==> config.mk <==
export PLATFORM = sky130hd
export DESIGN_NAME = uop_scheduler
export DESIGN_NICKNAME = d
export VERILOG_FILES = /design/src/rtl/uop_scheduler.sv
export SDC_FILE = /design/constraint.sdc
export NUM_CORES = 1
export LEC_CHECK = 0
export CAP_MARGIN = 20
export CORE_AREA = 2 2 164 166
export DETAILED_ROUTE_END_ITERATION = 12
export DIE_AREA = 0 0 166 168
export GPL_ROUTABILITY_DRIVEN = 0
export GPL_TIMING_DRIVEN = 0
export PLACE_DENSITY = 0.71
export SYNTH_ARGS = -nofsm -noshare
export SYNTH_HDL_FRONTEND = slang
export SYNTH_HIERARCHICAL = 1
export SYNTH_SLANG_ARGS = --single-unit
export TNS_END_PERCENT = 20
==> constraint.sdc <==
create_clock -name clk -period 7.7 [get_ports clk]
set_input_delay 1.155 -clock clk [delete_from_list [all_inputs] [get_ports clk]]
set_output_delay 1.155 -clock clk [all_outputs]
set_load 0.05 [all_outputs]
==> src/rtl/uop_scheduler.sv <==
// Oldest-ready issue scheduler with register/memory hazard screening and a one-entry issue register.
// Define UOP_SCHED_PERF_EN to add the perf_issued / perf_stalled counters.

// Hazard of one candidate micro-op against the locks held by one older station.
module uop_sched_haz (
   input  logic [2:0]  i_a,
   input  logic [2:0]  i_b,
   input  logic [3:0]  i_d,
   input  logic        i_ld,
   input  logic [13:0] i_lock,
   output logic        o_haz
);
   logic       w_loads;
   logic [3:0] w_wr;
   logic [2:0] w_rd0, w_rd1, w_rd2;
   logic       w_raw, w_waw, w_war, w_mem;

   assign {w_loads, w_wr, w_rd0, w_rd1, w_rd2} = i_lock;

   assign w_raw = w_wr[3] & ((i_a == w_wr[2:0]) | (i_b == w_wr[2:0]));
   assign w_waw = w_wr[3] & i_d[3] & (i_d[2:0] == w_wr[2:0]);
   assign w_war = i_d[3] & ((i_d[2:0] == w_rd0) | (i_d[2:0] == w_rd1) | (i_d[2:0] == w_rd2));
   assign w_mem = i_ld & w_loads;
   assign o_haz = w_raw | w_waw | w_war | w_mem;
endmodule

module uop_scheduler #(
   parameter  int NUM_ST = 4,
   parameter  int UOP_W  = 69,
   parameter  int LOCK_W = 14,
   localparam int IDX_W  = (NUM_ST > 1) ? $clog2(NUM_ST) : 1
) (
   input  logic                      clk,
   input  logic                      a_rst,
   input  logic [NUM_ST-1:0]         st_alloc,
   input  logic [NUM_ST-1:0]         st_ready,
   input  logic [NUM_ST-1:0]         st_will_complete,
   input  logic [NUM_ST*UOP_W-1:0]   st_uop,
   input  logic [NUM_ST*LOCK_W-1:0]  st_lock,
   output logic [NUM_ST-1:0]         sched_ack,
   output logic                      ex_valid,
   output logic [UOP_W-1:0]          ex_uop,
   output logic [IDX_W-1:0]          ex_station,
   input  logic                      ex_ready,
`ifdef UOP_SCHED_PERF_EN
   output logic [15:0]               perf_issued,
   output logic [15:0]               perf_stalled,
`endif
   output logic                      stall_hazard
);
   // Field positions inside the packed uop (LSB of each field)
   localparam int A_LSB  = 18;
   localparam int B_LSB  = 15;
   localparam int D_LSB  = 11;
   localparam int LD_BIT = 2;

   logic [NUM_ST-1:0][UOP_W-1:0]  w_uops;
   logic [NUM_ST-1:0][LOCK_W-1:0] w_locks;

   logic [NUM_ST-1:0]             r_busy;
   // r_older[i][j]: station i was allocated before station j
   logic [NUM_ST-1:0][NUM_ST-1:0] r_older;
   // w_blk[i][j]: busy older station j hazards candidate i
   logic [NUM_ST-1:0][NUM_ST-1:0] w_blk;
   logic [NUM_ST-1:0]             w_haz;
   logic [NUM_ST-1:0]             w_elig;
   logic [NUM_ST-1:0]             w_win;
   logic [IDX_W-1:0]              w_win_idx;
   logic [UOP_W-1:0]              w_win_uop;
   logic                          w_can_accept;
   logic                          w_grant;

   assign w_uops  = st_uop;
   assign w_locks = st_lock;

   genvar gi, gj;
   generate
      for (gi = 0; gi < NUM_ST; gi++) begin : g_st
         for (gj = 0; gj < NUM_ST; gj++) begin : g_vs
            if (gi == gj) begin : g_self
               assign w_blk[gi][gj] = 1'b0;
            end else begin : g_chk
               logic w_h;
               uop_sched_haz u_haz (
                  .i_a    (w_uops[gi][A_LSB +: 3]),
                  .i_b    (w_uops[gi][B_LSB +: 3]),
                  .i_d    (w_uops[gi][D_LSB +: 4]),
                  .i_ld   (w_uops[gi][LD_BIT]),
                  .i_lock (w_locks[gj]),
                  .o_haz  (w_h)
               );
               assign w_blk[gi][gj] = w_h & r_busy[gj] & r_older[gj][gi];
            end
         end
         assign w_haz[gi] = |w_blk[gi];
      end
   endgenerate

   assign w_elig = r_busy & st_ready & ~w_haz;

   // Busy stations are totally ordered by age, so at most one survives this filter
   always_comb begin
      w_win = '0;
      for (int i = 0; i < NUM_ST; i++) begin
         w_win[i] = w_elig[i];
         for (int j = 0; j < NUM_ST; j++)
            if (j != i && w_elig[j] && r_older[j][i]) w_win[i] = 1'b0;
      end
   end

   always_comb begin
      w_win_idx = '0;
      w_win_uop = '0;
      for (int i = 0; i < NUM_ST; i++) begin
         if (w_win[i]) begin
            w_win_idx = IDX_W'(i);
            w_win_uop = w_uops[i];
         end
      end
   end

   assign w_can_accept = ~ex_valid | ex_ready;
   assign sched_ack    = w_can_accept ? w_win : '0;
   assign w_grant      = |sched_ack;
   assign stall_hazard = (|(r_busy & st_ready)) & ~(|w_elig);

   // Allocation outranks completion when both hit the same station
   always_ff @(posedge clk or posedge a_rst) begin
      if (a_rst) begin
         r_busy  <= '0;
         r_older <= '0;
      end else begin
         for (int i = 0; i < NUM_ST; i++) begin
            if (st_alloc[i])
               r_busy[i] <= 1'b1;
            else if (sched_ack[i] && st_will_complete[i])
               r_busy[i] <= 1'b0;
         end
         for (int k = 0; k < NUM_ST; k++) begin
            if (st_alloc[k]) begin
               r_older[k] <= '0;
               for (int j = 0; j < NUM_ST; j++)
                  if (j != k) r_older[j][k] <= r_busy[j];
            end
         end
      end
   end

   always_ff @(posedge clk or posedge a_rst) begin
      if (a_rst) begin
         ex_valid   <= 1'b0;
         ex_uop     <= '0;
         ex_station <= '0;
      end else if (w_grant) begin
         ex_valid   <= 1'b1;
         ex_uop     <= w_win_uop;
         ex_station <= w_win_idx;
      end else if (ex_ready) begin
         ex_valid   <= 1'b0;
      end
   end

`ifdef UOP_SCHED_PERF_EN
   always_ff @(posedge clk or posedge a_rst) begin
      if (a_rst) begin
         perf_issued  <= '0;
         perf_stalled <= '0;
      end else begin
         if (w_grant)      perf_issued  <= perf_issued + 16'd1;
         if (stall_hazard) perf_stalled <= perf_stalled + 16'd1;
      end
   end
`endif

endmodule

==> results.md, run 1 <==
* Status: finished clean
* Starting Density at 0.303
* Main synth FF type: dfrtp_1
* Initial antenna violation count at 9
* Area growth syn-to-layout at 62.5%
* Dpl hpwl at between 30 and 40 mm
* H-tree depth at 3
* Synth Register Bits at a little under 90
* Final Max Slew Viols at 0
* Minimum clock period at ~7 ns
* Synthesized Nets at approximately 1.4k
* Post-synth design cell area at 0.00798 mm2
* ANT nets after route at 0
* EDFF count, synth at 0
* Clock slew seen by the registers of the worst setup and hold paths at ~0.07 ns
* Clk root buf: clkbuf_16
* Post-CTS Hold Buffers at 0
* Worst Path Max Fanout at 13
* Commonest non-fill, non-tap cell in the layout: clkdlybuf4s50_1
* Pwr Density at approximately 260 mW/mm2
* Ports at approximately 420
* WL/cell at around 22 um
* DR DRC count at 0
* Nets@finish at 1,794
* Yosys warns at 6
* Starting DRT DRC Count at 884
* Post-CTS sizing at 0
* Vias in the first global route at between 9k and 10k
* Period utilization at 0.908
* Total number of vias at between 9k and 10k
* Die Span X at around 170 um
* Max Freq at 143 MHz
* Clock Sinks at 88
* Clock Skews at ~0.012 ns
* HP Start: ex_station[0]$_DFFE_PP0P_
* Final WL at 39.7 mm
* Post-CTS Setup Repair Bufs at 0
* RSZ-0062 raised after global routing: false
* Final setup fails at 0
* Final instance area at 0.0130 mm2
* Worst Setup SP: st_uop[11]
* Slew margin rel. at 0.339
* Pre-antenna DRT Iters at 5
* CTS tree: done
* FP Rows at 60
* Gr usage total at 0.273
* Ys async rst share at 1.00
* Crit path kind: in -> out
* Commonest cells after routing, fill and taps aside: clkdlybuf4s50_1 (419), xnor2_1 (144), nand2_1 (142)
* Worst skew pair latency at between 0.3 and 0.4 ns
* CP startpoint kind: input port
* Avg Vias per Cell at ~5.5
* Num CTS Buffers at 9
* Worst path required time at approximately 6.6 ns
* Largest net degree at the start of global routing at 64
* Gr ovfl total at 0
* Mapped Cells at 1,015
* Maximum Capacitance Violations at 0
* Cell area after placement at 0.0126 mm2
* Die height at roughly 170 um
* Reg2reg start: r_busy[1]$_DFFE_PP0P_
* Crit end category: output pin
* P_leak at 5.20 nW
* Peak VDD IR at 0.215 mV
* Hold Path Class: reg -> reg
* Final hold viol count at 0
* Netlist cell types at 37
* Area of the die at 0.0279 mm2
* Core area at 0.0264 mm2
* CTS Buffer Depth at 2
* First-pass GRT wire length at 59.0 mm
* Avg Cell Area, Syn at 7.86 um2
* Slew @ Worst Pin at roughly 0.99 ns
* Sequential share of the synthesized area at 0.276
* Sum Neg Setup Slack at 0 ns
* I/O Buffers at between 400 and 500
* Fillers at 2,570
* WP data arrival at 5.84 ns
* Layout cell share with drive strength beyond 1 at 0.0351
[final timing paths]
path	end	slack, ns	cells after the start
min	ex_station[0]$_DFFE_PP0P_	0.48	2
min in group asynchronous	ex_uop[63]$_DFFE_PP0P_	1.14	2
max reg2reg	ex_uop[24]$_DFFE_PP0P_	4.27	10
max in group asynchronous	r_older[11]$_DFFE_PP0P_	5.88	3
min reg2reg	ex_station[0]$_DFFE_PP0P_	0.48	2
max	sched_ack[3]	0.71	14
[area by class of cell]
class | count | area [um2] | area share
sequential | 88 | 2200 | 0.170
clock buffer | 10 | 229 | 0.0177
multi-input combinational | 851 | 5400 | 0.417
timing repair buffer | 421 | 4230 | 0.326
inverter | 13 | 51.3 | 0.00396
antenna | 8 | 20.0 | 0.00154
tap | 341 | 427 | 0.0329
buffer | 63 | 328 | 0.0253
clock inverter | 6 | 75.1 | 0.00579
[worst max-delay path, cell delays in order]
cell             delay [ns]
clkdlybuf4s50_1        0.93
xnor2_1                0.45
a31oi_1                0.12
o211ai_1               0.13
nand3_1                0.12
nand4_1                0.19
nand3_1                0.09
and4b_1                0.19
buf_4                  0.14
nand2_1                0.08
nand4_1                0.61
clkbuf_1               0.46
nor2_1                 0.27
clkdlybuf4s50_1        0.87
[cells in the mapped netlist, drive strengths merged, types with 7 or more instances]
master	instances	area [um2]
nand2	145	552
o21ai	144	721
xnor2	144	1260
nand3	109	546
dfrtp	88	2200
a21o	73	548
a221oi	68	596
clkbuf	39	146
nand4	28	175
buf	24	181
xor2	24	210
a21oi	15	82.6
inv	13	48.8
nor3	13	70.1
a31oi	12	75.1
nand3b	12	90.1
nor2	12	45.0
o211ai	12	90.1
o22ai	12	75.1
nand2b	7	43.8
[through the flow]
stage	setup WS [ns]	utilization	total power, mW	hold WS [ns]	cells
5_1_grt	0.468	0.492	3.61	0.499	1800
6_report	0.707	0.492	3.43	0.484	1801
3_3_place_gp	0.841	0.478	2.93	0.456	1775
3_5_place_dp	0.800	0.479	2.96	0.470	1776
4_1_cts	0.795	0.491	3.44	0.488	1792
2_1_floorplan	2.82	-	2.07	0.508	1015
[cell families after synthesis]
group | Yosys count | synth area share
compound gates | 340 | 0.282
simple gates | 337 | 0.203
xor+xnor | 168 | 0.184
flops | 88 | 0.276
buf+inv | 76 | 0.0472
mux | 6 | 0.00753
[routing by layer]
| metal | up-vias | track usage | part of all wire |
|---|---|---|---|
| met1 | 4734 | 0.328 | 0.40 |
| met5 | - | 0 | 0 |
| met3 | 80 | 0.0606 | 0.080 |
| met4 | 0 | 0.124 | 0.040 |
| li1 | 4620 | - | - |
| met2 | 489 | 0.468 | 0.48 |
[report_power, final]
group	internal [mW]	total, mW	switching [mW]
combinational	0.813	2.20	1.39
clock	0.258	0.474	0.216
sequential	0.652	0.759	0.107
[sequential cells by signal, summed over array words and instances (netlist names)]
name,count
r_older,12
ex_station,2
r_busy,4
ex_valid,1
ex_uop,69
(Power assumes the default switching activity.)
==> run 2, diff against run 1 <==
--- a/config.mk
+++ b/config.mk
@@ -9,7 +9,7 @@
 export CORE_AREA = 2 2 164 166
 export DETAILED_ROUTE_END_ITERATION = 12
 export DIE_AREA = 0 0 166 168
-export GPL_ROUTABILITY_DRIVEN = 0
+export GPL_ROUTABILITY_DRIVEN = 1
 export GPL_TIMING_DRIVEN = 0
 export PLACE_DENSITY = 0.71
 export SYNTH_ARGS = -nofsm -noshare
==> results.md, run 2 (synthesis gave the netlist of run 1 again) <==
* Status: finished clean
* Final hold viol count at 0
* RSZ-0062 raised after global routing: false
* Post-CTS Hold Buffers at 0
* Top flop regs: ex_uop (69), r_older (12), r_busy (4)
* Final WL at 40.4 mm
* Clock Skews at 0.00923 ns
* Sum Neg Setup Slack at 0 ns
* Clk root buf: clkbuf_16
* Maximum Capacitance Violations at 0
* Dpl ws at 0.831 ns
* Nets@finish at 1,793
* Die height at between 150 and 200 um
* Fillers at 2,561
* Crit path kind: in -> out
* I/O Buffers at about 420
* Die Span X at between 150 and 200 um
* Register area at 0.00220 mm2
* Worst Path Max Fanout at 13
* FP Rows at 60
* Worst skew pair latency at approximately 0.35 ns
* Switch Pwr at 1.71 mW
* Starting DRT DRC Count at 817
* First-pass GRT wire length at 60.1 mm
* Gr usage total at 0.278
* Slew margin rel. at 0.323
* Slew @ Worst Pin at 1.01 ns
* Area growth syn-to-layout at 62.2%
* Total number of vias at 10.0k
* Sw Ratio at 0.503
* CTS Buffer Depth at 2
* Clock Sinks at between 80 and 90
* Cell area after placement at 0.0126 mm2
* Num CTS Buffers at 9
* WP data arrival at 5.79 ns
* Pre-antenna DRT Iters at 5
* P_leak at 5.19 nW
* Pwr Density at between 200 and 300 mW/mm2
* Peak VDD IR at 0.205 mV
* Period utilization at 0.902
* Biggest register: ex_uop
* Max reg flops at ~70
* Commonest non-fill, non-tap cell in the layout: clkdlybuf4s50_1
* ANT nets after route at 0
* Internal Power at 1.70 mW
* Minimum clock period at 6.94 ns
* Final setup fails at 0
* Largest net degree at the start of global routing at between 60 and 70
* Avg Vias per Cell at 5.57
* Ports at 424
* Vias in the first global route at 9,923
* Post-CTS sizing at 0
* Worst path required time at 6.55 ns
* Max Freq at 144 MHz
* Combinational share of power at 0.646
* Clk pwr share at 0.131
* Post-CTS Setup Repair Bufs at 0
* WL/cell at 22.4 um
* H-tree depth at 3
* Final instance area at approximately 0.013 mm2
* Final Max Slew Viols at 0
* CP startpoint kind: input port
* Area of the die at 0.0279 mm2
* Commonest cells after routing, fill and taps aside: clkdlybuf4s50_1 (419), xnor2_1 (144), nand2_1 (142)
* Dpl hpwl at 32.1 mm
* Seq pwr share at 0.223
* CTS tree: done
* Core area at 0.0264 mm2
* Crit end category: output pin
* Footprint of the multi-input gates at roughly 0.0054 mm2
* Gr ovfl total at 0
* DR DRC count at 0
* GP Congestion at 0.967
* Clock slew seen by the registers of the worst setup and hold paths at 0.06 ns
* PnR worst setup slack at 0.757 ns
* Starting Density at 0.303
* Initial antenna violation count at 11
* Layout cell share with drive strength beyond 1 at 0.0351
* Hold Path Class: reg -> reg
-- run 2: cell type report --
cell class,instances,area share
buffer,63,0.0253
multi-input combinational,851,0.417
inverter,13,0.00396
sequential,88,0.170
clock buffer,10,0.0185
antenna,10,0.00193
timing repair buffer,420,0.326
clock inverter,6,0.00387
tap,341,0.0330
-- run 2: worst paths after layout --
kind                                          end  depth (start not counted)                   from  slack, ns
max                                  sched_ack[3]                         14             st_uop[13]       0.76
min                         ex_uop[7]$_DFFE_PP0P_                          2  ex_uop[7]$_DFFE_PP0P_       0.48
max reg2reg                ex_uop[27]$_DFFE_PP0P_                         10  r_busy[2]$_DFFE_PP0P_       4.31
min reg2reg                 ex_uop[7]$_DFFE_PP0P_                          2  ex_uop[7]$_DFFE_PP0P_       0.48
max in group asynchronous  ex_uop[19]$_DFFE_PP0P_                          3                  a_rst       5.85
min in group asynchronous  ex_uop[64]$_DFFE_PP0P_                          2                  a_rst       1.14
-- run 2: routing by layer --
layer,vias up,routed length [um],track usage
met3,85,3190,0.0649
met1,4804,16200,0.333
met5,-,29,0
li1,4619,-,-
met2,518,19300,0.476
met4,4,1650,0.126
-- run 2: metrics by stage --
stage | instances | power [mW] | hold WS, ns | util
after floorplan | 1015 | 2.07 | 0.508 | -
after global placement | 1775 | 2.93 | 0.456 | 0.478
after detailed placement | 1776 | 2.96 | 0.470 | 0.479
after CTS | 1792 | 3.41 | 0.484 | 0.490
after global routing | 1800 | 3.58 | 0.497 | 0.491
final | 1802 | 3.41 | 0.479 | 0.491
-- run 2: critical path, cell delays in order --
cell and delay [ns]:
clkdlybuf4s50_1 0.95, xnor2_1 0.48, a31oi_1 0.13, o211ai_1 0.14, nand3_1 0.12, nand4_1 0.21
nand3_1 0.10, and4b_1 0.21, buf_4 0.15, nand2_1 0.07, nand4_1 0.51, clkbuf_1 0.43
nor2_1 0.26, clkdlybuf4s50_1 0.86
-- run 2: power by group through the flow --
stage,clock network [mW],logic [mW],registers (mW)
6_report,0.448,2.20,0.759
5_1_grt,0.471,2.32,0.781
4_1_cts,0.455,2.20,0.758
3_5_place_dp,0,2.19,0.768
3_3_place_gp,0,2.17,0.760
2_1_floorplan,0,0.672,1.40
